### src/rtl/bfu_dif_pipe.sv
// Pipelined radix-2 DIF butterfly: x = a + b, y = (a - b) * W, with optional
// divide-by-2, round-half-up and saturation, behind a 3-stage valid/ready pipe.
module bfu_dif_pipe #(
  parameter int DW      = 16,
  parameter int TW_FRAC = 14
) (
  input  logic                 clk,
  input  logic                 rst,
  input  logic                 in_valid,
  output logic                 in_ready,
  input  logic                 scale,
  input  logic signed [DW-1:0] a_re,
  input  logic signed [DW-1:0] a_im,
  input  logic signed [DW-1:0] b_re,
  input  logic signed [DW-1:0] b_im,
  input  logic signed [15:0]   tw_re,
  input  logic signed [15:0]   tw_im,
  output logic                 out_valid,
  input  logic                 out_ready,
  output logic signed [DW-1:0] x_re,
  output logic signed [DW-1:0] x_im,
  output logic signed [DW-1:0] y_re,
  output logic signed [DW-1:0] y_im
);

  localparam int SW = DW + 1;
  localparam int PW = SW + 16;
  localparam int YW = PW + 1;

  localparam logic signed [YW-1:0] X_ONE  = {{(YW-1){1'b0}}, 1'b1};
  localparam logic signed [YW-1:0] RND_Y0 = X_ONE << (TW_FRAC - 1);
  localparam logic signed [YW-1:0] RND_Y1 = X_ONE << TW_FRAC;

  // Clamp a wide signed value into DW bits; in range when all bits above the DW sign bit agree.
  function automatic logic signed [DW-1:0] sat(input logic signed [YW-1:0] v);
    logic [YW-DW:0] top;
    top = v[YW-1:DW-1];
    if ((&top) || !(|top)) begin
      sat = v[DW-1:0];
    end else if (v[YW-1]) begin
      sat = {1'b1, {(DW-1){1'b0}}};
    end else begin
      sat = {1'b0, {(DW-1){1'b1}}};
    end
  endfunction

  logic en_s;

  logic                 v1_r, sc1_r;
  logic signed [SW-1:0] xs_re_r, xs_im_r, d_re_r, d_im_r;
  logic signed [15:0]   tw_re_r, tw_im_r;

  logic                 v2_r, sc2_r;
  logic signed [SW-1:0] xs2_re_r, xs2_im_r;
  logic signed [PW-1:0] pr_r, pi_r, qr_r, qi_r;

  logic signed [YW-1:0] yr_s, yi_s, xr_ext_s, xi_ext_s;
  logic signed [YW-1:0] yr_rnd_s, yi_rnd_s, xr_rnd_s, xi_rnd_s;

  assign en_s     = ~out_valid | out_ready;
  assign in_ready = en_s;

  // Final combine, scale-dependent rounding shift for both legs.
  always_comb begin
    yr_s     = YW'(pr_r) - YW'(pi_r);
    yi_s     = YW'(qr_r) + YW'(qi_r);
    xr_ext_s = YW'(xs2_re_r);
    xi_ext_s = YW'(xs2_im_r);
    if (sc2_r) begin
      yr_rnd_s = (yr_s + RND_Y1) >>> (TW_FRAC + 1);
      yi_rnd_s = (yi_s + RND_Y1) >>> (TW_FRAC + 1);
      xr_rnd_s = (xr_ext_s + X_ONE) >>> 1;
      xi_rnd_s = (xi_ext_s + X_ONE) >>> 1;
    end else begin
      yr_rnd_s = (yr_s + RND_Y0) >>> TW_FRAC;
      yi_rnd_s = (yi_s + RND_Y0) >>> TW_FRAC;
      xr_rnd_s = xr_ext_s;
      xi_rnd_s = xi_ext_s;
    end
  end

  // Three lock-step stages; a stall freezes data, valid and scale everywhere.
  always_ff @(posedge clk or posedge rst) begin
    if (rst) begin
      v1_r      <= 1'b0;
      sc1_r     <= 1'b0;
      xs_re_r   <= '0;
      xs_im_r   <= '0;
      d_re_r    <= '0;
      d_im_r    <= '0;
      tw_re_r   <= '0;
      tw_im_r   <= '0;
      v2_r      <= 1'b0;
      sc2_r     <= 1'b0;
      xs2_re_r  <= '0;
      xs2_im_r  <= '0;
      pr_r      <= '0;
      pi_r      <= '0;
      qr_r      <= '0;
      qi_r      <= '0;
      out_valid <= 1'b0;
      x_re      <= '0;
      x_im      <= '0;
      y_re      <= '0;
      y_im      <= '0;
    end else if (en_s) begin
      v1_r      <= in_valid;
      sc1_r     <= scale;
      xs_re_r   <= SW'(a_re) + SW'(b_re);
      xs_im_r   <= SW'(a_im) + SW'(b_im);
      d_re_r    <= SW'(a_re) - SW'(b_re);
      d_im_r    <= SW'(a_im) - SW'(b_im);
      tw_re_r   <= tw_re;
      tw_im_r   <= tw_im;

      v2_r      <= v1_r;
      sc2_r     <= sc1_r;
      xs2_re_r  <= xs_re_r;
      xs2_im_r  <= xs_im_r;
      pr_r      <= PW'(d_re_r) * PW'(tw_re_r);
      pi_r      <= PW'(d_im_r) * PW'(tw_im_r);
      qr_r      <= PW'(d_re_r) * PW'(tw_im_r);
      qi_r      <= PW'(d_im_r) * PW'(tw_re_r);

      out_valid <= v2_r;
      x_re      <= sat(xr_rnd_s);
      x_im      <= sat(xi_rnd_s);
      y_re      <= sat(yr_rnd_s);
      y_im      <= sat(yi_rnd_s);
    end
  end

endmodule

### config.mk
export PLATFORM = sky130hd
export DESIGN_NAME = bfu_dif_pipe
export DESIGN_NICKNAME = d
export VERILOG_FILES = /design/src/rtl/bfu_dif_pipe.sv
export SDC_FILE = /design/constraint.sdc
export NUM_CORES = 2
export LEC_CHECK = 0
export CORE_MARGIN = 2
export CORE_UTILIZATION = 60
export DETAILED_ROUTE_END_ITERATION = 6
export GPL_ROUTABILITY_DRIVEN = 0
export MAX_ROUTING_LAYER = met4
export PLACE_DENSITY = 0.77
export SLEW_MARGIN = 20
export SYNTH_ARGS = -nofsm -noshare
export SYNTH_HDL_FRONTEND = slang
export SYNTH_SLANG_ARGS = --single-unit
### constraint.sdc
create_clock -name clk -period 16.75 [get_ports clk]
set_input_delay 1.675 -clock clk [delete_from_list [all_inputs] [get_ports clk]]
set_output_delay 1.675 -clock clk [all_outputs]
set_load 0.02 [all_outputs]
# Yosys cells after proc, flatten, opt, wreduce, memory -nomap -nowiden
# Cells that the tools add are included.
# totals
ff_bits	335
inputBits	101
word_cells	67
# op_classes
add_sub_neg	12
n_mul	4
muxes	12
bitwise_logic	2
n_reduce_logical	16
# ops
op	count
$mux 34	4
$mul 17x16->33	4
$mux 16	8
$reduce_and 19->1	4
$reduce_or 19->1	4
$add 34x15->34 const B	2
$add 34x16->34 const B	2
$add 17x2->18 const B	2
$add 16x16->17	2
$add 33x33->34	1
$sub 16x16->17	2
$sub 33x33->34	1
$logic_not 1->1	4
$logic_or 1x1->1	4
$not 1->1	1
$or 1x1->1	1

# Logic depth before layout (Yosys ltp)
# depth
ltp_word	7
depth_mapped	28

# Worst setup path after synthesis
# Ideal clock, no wire load.
# synth_timing
kind	register to register
start	register tw_im_r[1]
end	register qr_r[31]
setup_ns	0.095
arrival_time_ns	6.748
t_required_ns	16.655
slack_ns	9.907
path_stages_with_launch	26
path_buffers	1
cell_sequence	dfrtp_1 > clkbuf_1 > nand2_1 > fa_1 > fa_1 > fa_1 > inv_1 > fa_1 > fa_1 > inv_1 > fa_1 > inv_1 > ha_1 > a21o_1 > a21o_1 > a21oi_1 > o31a_1 > o21ai_0 > a2111oi_0 > nor3_1 > o31ai_1 > o21ai_0 > o211ai_1 > a21boi_0 > o21a_1 > o31ai_1
# synth_via
elab_chain_cells	1
# synth_lines
element	line_no	source
start: declaration	51	logic signed [15:0] tw_re_r, tw_im_r;
start signal: assignment	114	tw_im_r <= tw_im;
$mul 17x16->33	122	qr_r <= PW'(d_re_r) * PW'(tw_im_r);
end signal: assignment	122	
end: declaration	55	logic signed [PW-1:0] pr_r, pi_r, qr_r, qi_r;
# No other way between the ends.
# A chain may end at the register's enable or synchronous reset.

# Worst setup path after layout
# layout_timing
start	register d_re_r[8]
end	register qr_r[31]
# layout_via
elab_chain_cells	1
# layout_lines
element	line_no	source
start: declaration	50	logic signed [SW-1:0] xs_re_r, xs_im_r, d_re_r, d_im_r;
start signal: assignment	111	d_re_r <= SW'(a_re) - SW'(b_re);
$mul 17x16->33	122	
# No other way between the ends.

==> reports/metrics.yaml <==
worstHoldPathCells: 2
synth_mux_area_share_pct: 0.293
period_needed_ps: 7860
synth_seq_cells: 333
cts_resized: 0
gr-total-overflow: 0
path_class: "reg -> reg"
cts_made_buffers: 44
min_from: "v2_r"
first_global_vias: 50200
path_common_cell: "fa_1"
nNetsFinal: 8749
setup_viol: 0
syn_area_um2: 62400
grt_max_degree: 160
fin_crit_sh_pct: 46.9
pin_count: 167
synth_edf_count: 0
setup_tns_ps: 0
cts.path.max_buffers: 3
synth_xor_area_share_pct: 3.54
cts_setup_buffers: 0
cts-root-buf: "clkbuf_16"
drt_first_iter_violations: 3865
max_stage_delay_ps: 770
post_synth_and_or_nand_nor_area_fraction_pct: 17.4
area_growth_pct: 6.88
cts.clk_slew.worst_paths_ps: 60
die_y_um: 327
initial_utilization_pct: 60.4
crit_required_ps: 17310
worst_pin_slew_ps: 1050
critPathLaunchType: "flip-flop"
worstPathArrival_ps: 8420
cp-end-kind: "flip-flop"
cp_max_fo: 19
drtAntennaViolNets: 0
r2r-start: "d_re_r[8]"
synth-adder-area-share_pct: 45.4
rows: 118
maxCapViolations: 0
drive_gt1_share_pct: 3.35
yosysTopAreaCell: "fa_1"
synth_fp_nets: 8793
rsz0062_at_grt: "false"
synth.most_common_cell: "inv_1"
cts_tree: "yes"
avgSynthCellArea_um2: 8.77
grt_pass1_wl_um: 268000
cp_slowest_cell: "dfrtp_1"
layout.cells.non_filler: 8488
reg2reg_to: "qr_r[31]"
vias_per_cell: 5.71
drc_errors: 0
hold_viol_final: 0
grt_antenna_before_repair: 7
fmax_mhz: 127
h-tree-depth: 2
synth_area_leaders: "fa_1 (36%), dfrtp_1 (13%), ha_1 (9.4%), inv_1 (8.2%), nand2_1 (6.2%)"
slew_violations: 0
synth_top_area_share_pct: 35.5
post_drt_wl_per_cell_um: 19.2
grt_use_total_pct: 32.7
die-area_um2: 107000
rr_worst_depth: 25
path_buf_inv: 4
hpwl_um: 127000
wl_um: 163000
relSlewSlack_pct: 29.9
async_reset_ff_share_pct: 100
dr.pass1.iters: 6
syn_inst: 7114
synth_warnings: 0
cts-hold-fix-buffers: 0
vias: 48500
synth.top_cells.by_count: "inv_1 (1366), fa_1 (1108), nand2_1 (1024), and2_1 (527), ha_1 (470)"
worstHoldEndpoint: "v2_r"
seq_area_frac_synth_pct: 13.4
skew_ps: 59.6
synth_top_family_by_area: "adder cells"
port_buffers: 166
path_delay_family: "adder cells"
clk-insertion-delay-late_ps: 670
cts_sinks: 333
die_w_um: 327
ys.flop_type: "dfrtp_1"
min_path_type: "reg -> reg"
core-area_um2: 103000
placed_cells: 8404
reg2reg_slack_ps: 8890
synth_compound_area_share_pct: 9.63
status: "complete, no violations"
yosysUniqueCellTypes: 108
fillers: 8533
## state kept, by name, indices dropped and copies added (netlist names), 17 cells and up
name / cells
xs_re_r: 17
qr_r: 33
pi_r: 33
xs2_im_r: 17
pr_r: 33
xs2_re_r: 17
xs_im_r: 17
qi_r: 33
## worst max path at each step
| stage | from | end | slack (ps) | depth (start not counted) |
|---|---|---|---|---|
| 2_1_floorplan | rst | d_im_r[10] | 5850 | 1 |
| 3_3_place_gp | tw_im_r[3] | qr_r[31] | 8930 | 24 |
| 3_5_place_dp | tw_im_r[3] | qr_r[31] | 8820 | 24 |
| 4_1_cts | tw_im_r[3] | qr_r[31] | 8760 | 24 |
| 5_1_grt | d_re_r[8] | qr_r[31] | 8380 | 24 |
| 6_report | d_re_r[8] | qr_r[31] | 8890 | 25 |
## cell type report
type | instances | area (um^2) | area share [%]
multi-input cells | 5077 | 47700 | 71.5
flip-flops and latches | 333 | 8340 | 12.5
inverters | 1367 | 5150 | 7.71
repair buffers | 247 | 2280 | 3.42
well taps | 1380 | 1730 | 2.59
clock buffers | 50 | 1140 | 1.71
clock inverters | 26 | 388 | 0.581
diodes | 8 | 20.0 | 0.0300
## metrics by stage
stage,hold slack (ps),instance area [um^2],util [%],setup WS (ps)
3_3_place_gp,442,65100,63.0,8930
5_1_grt,495,66700,64.5,8380
6_report,460,66700,64.5,8890
4_1_cts,469,66700,64.5,8760
2_1_floorplan,430,62400,-,5850
3_5_place_dp,455,65100,63.0,8820
## worst min-delay path, stage by stage, from the launching register on
cell,delay (ps)
dfrtp_1,340
nand2_1,50
nand2_1,50
## layout by cell type, fill, tap and decap left out, types with 64 or more instances in the layout
cell type        instances
inv_1                 1364
fa_1                  1108
nand2_1               1024
and2_1                 527
ha_1                   470
dfrtp_1                331
nor2_1                 317
a21oi_1                278
o21ai_0                218
xnor2_1                173
clkdlybuf4s50_1        166
nand3_1                102
buf_4                   80
xor2_1                  74
nor3_1                  72
a21o_1                  64
## cells by family (layout without fill, tap and decap cells)
| family | Yosys count | after routing |
|---|---|---|
| other | 0 | 8 |
| xor gates and xnor gates | 249 | 249 |
| adders and majority gates | 1607 | 1607 |
| DFF | 333 | 333 |
| AOI/OAI and AO/OA | 926 | 926 |
| and+or+nand+nor | 2280 | 2280 |
| muxes | 15 | 15 |
| buffers and inverters | 1704 | 1690 |
## layer usage
layer  track usage (%)  share of wire (%)
met1              43.3                 41
met2              49.5                 45
met3              7.13                9.3
met4              12.3                4.3
met5                 -                  0
Power is not shown: default switching activity piles up to over one toggle a cycle in this logic, so the estimate is an artifact.
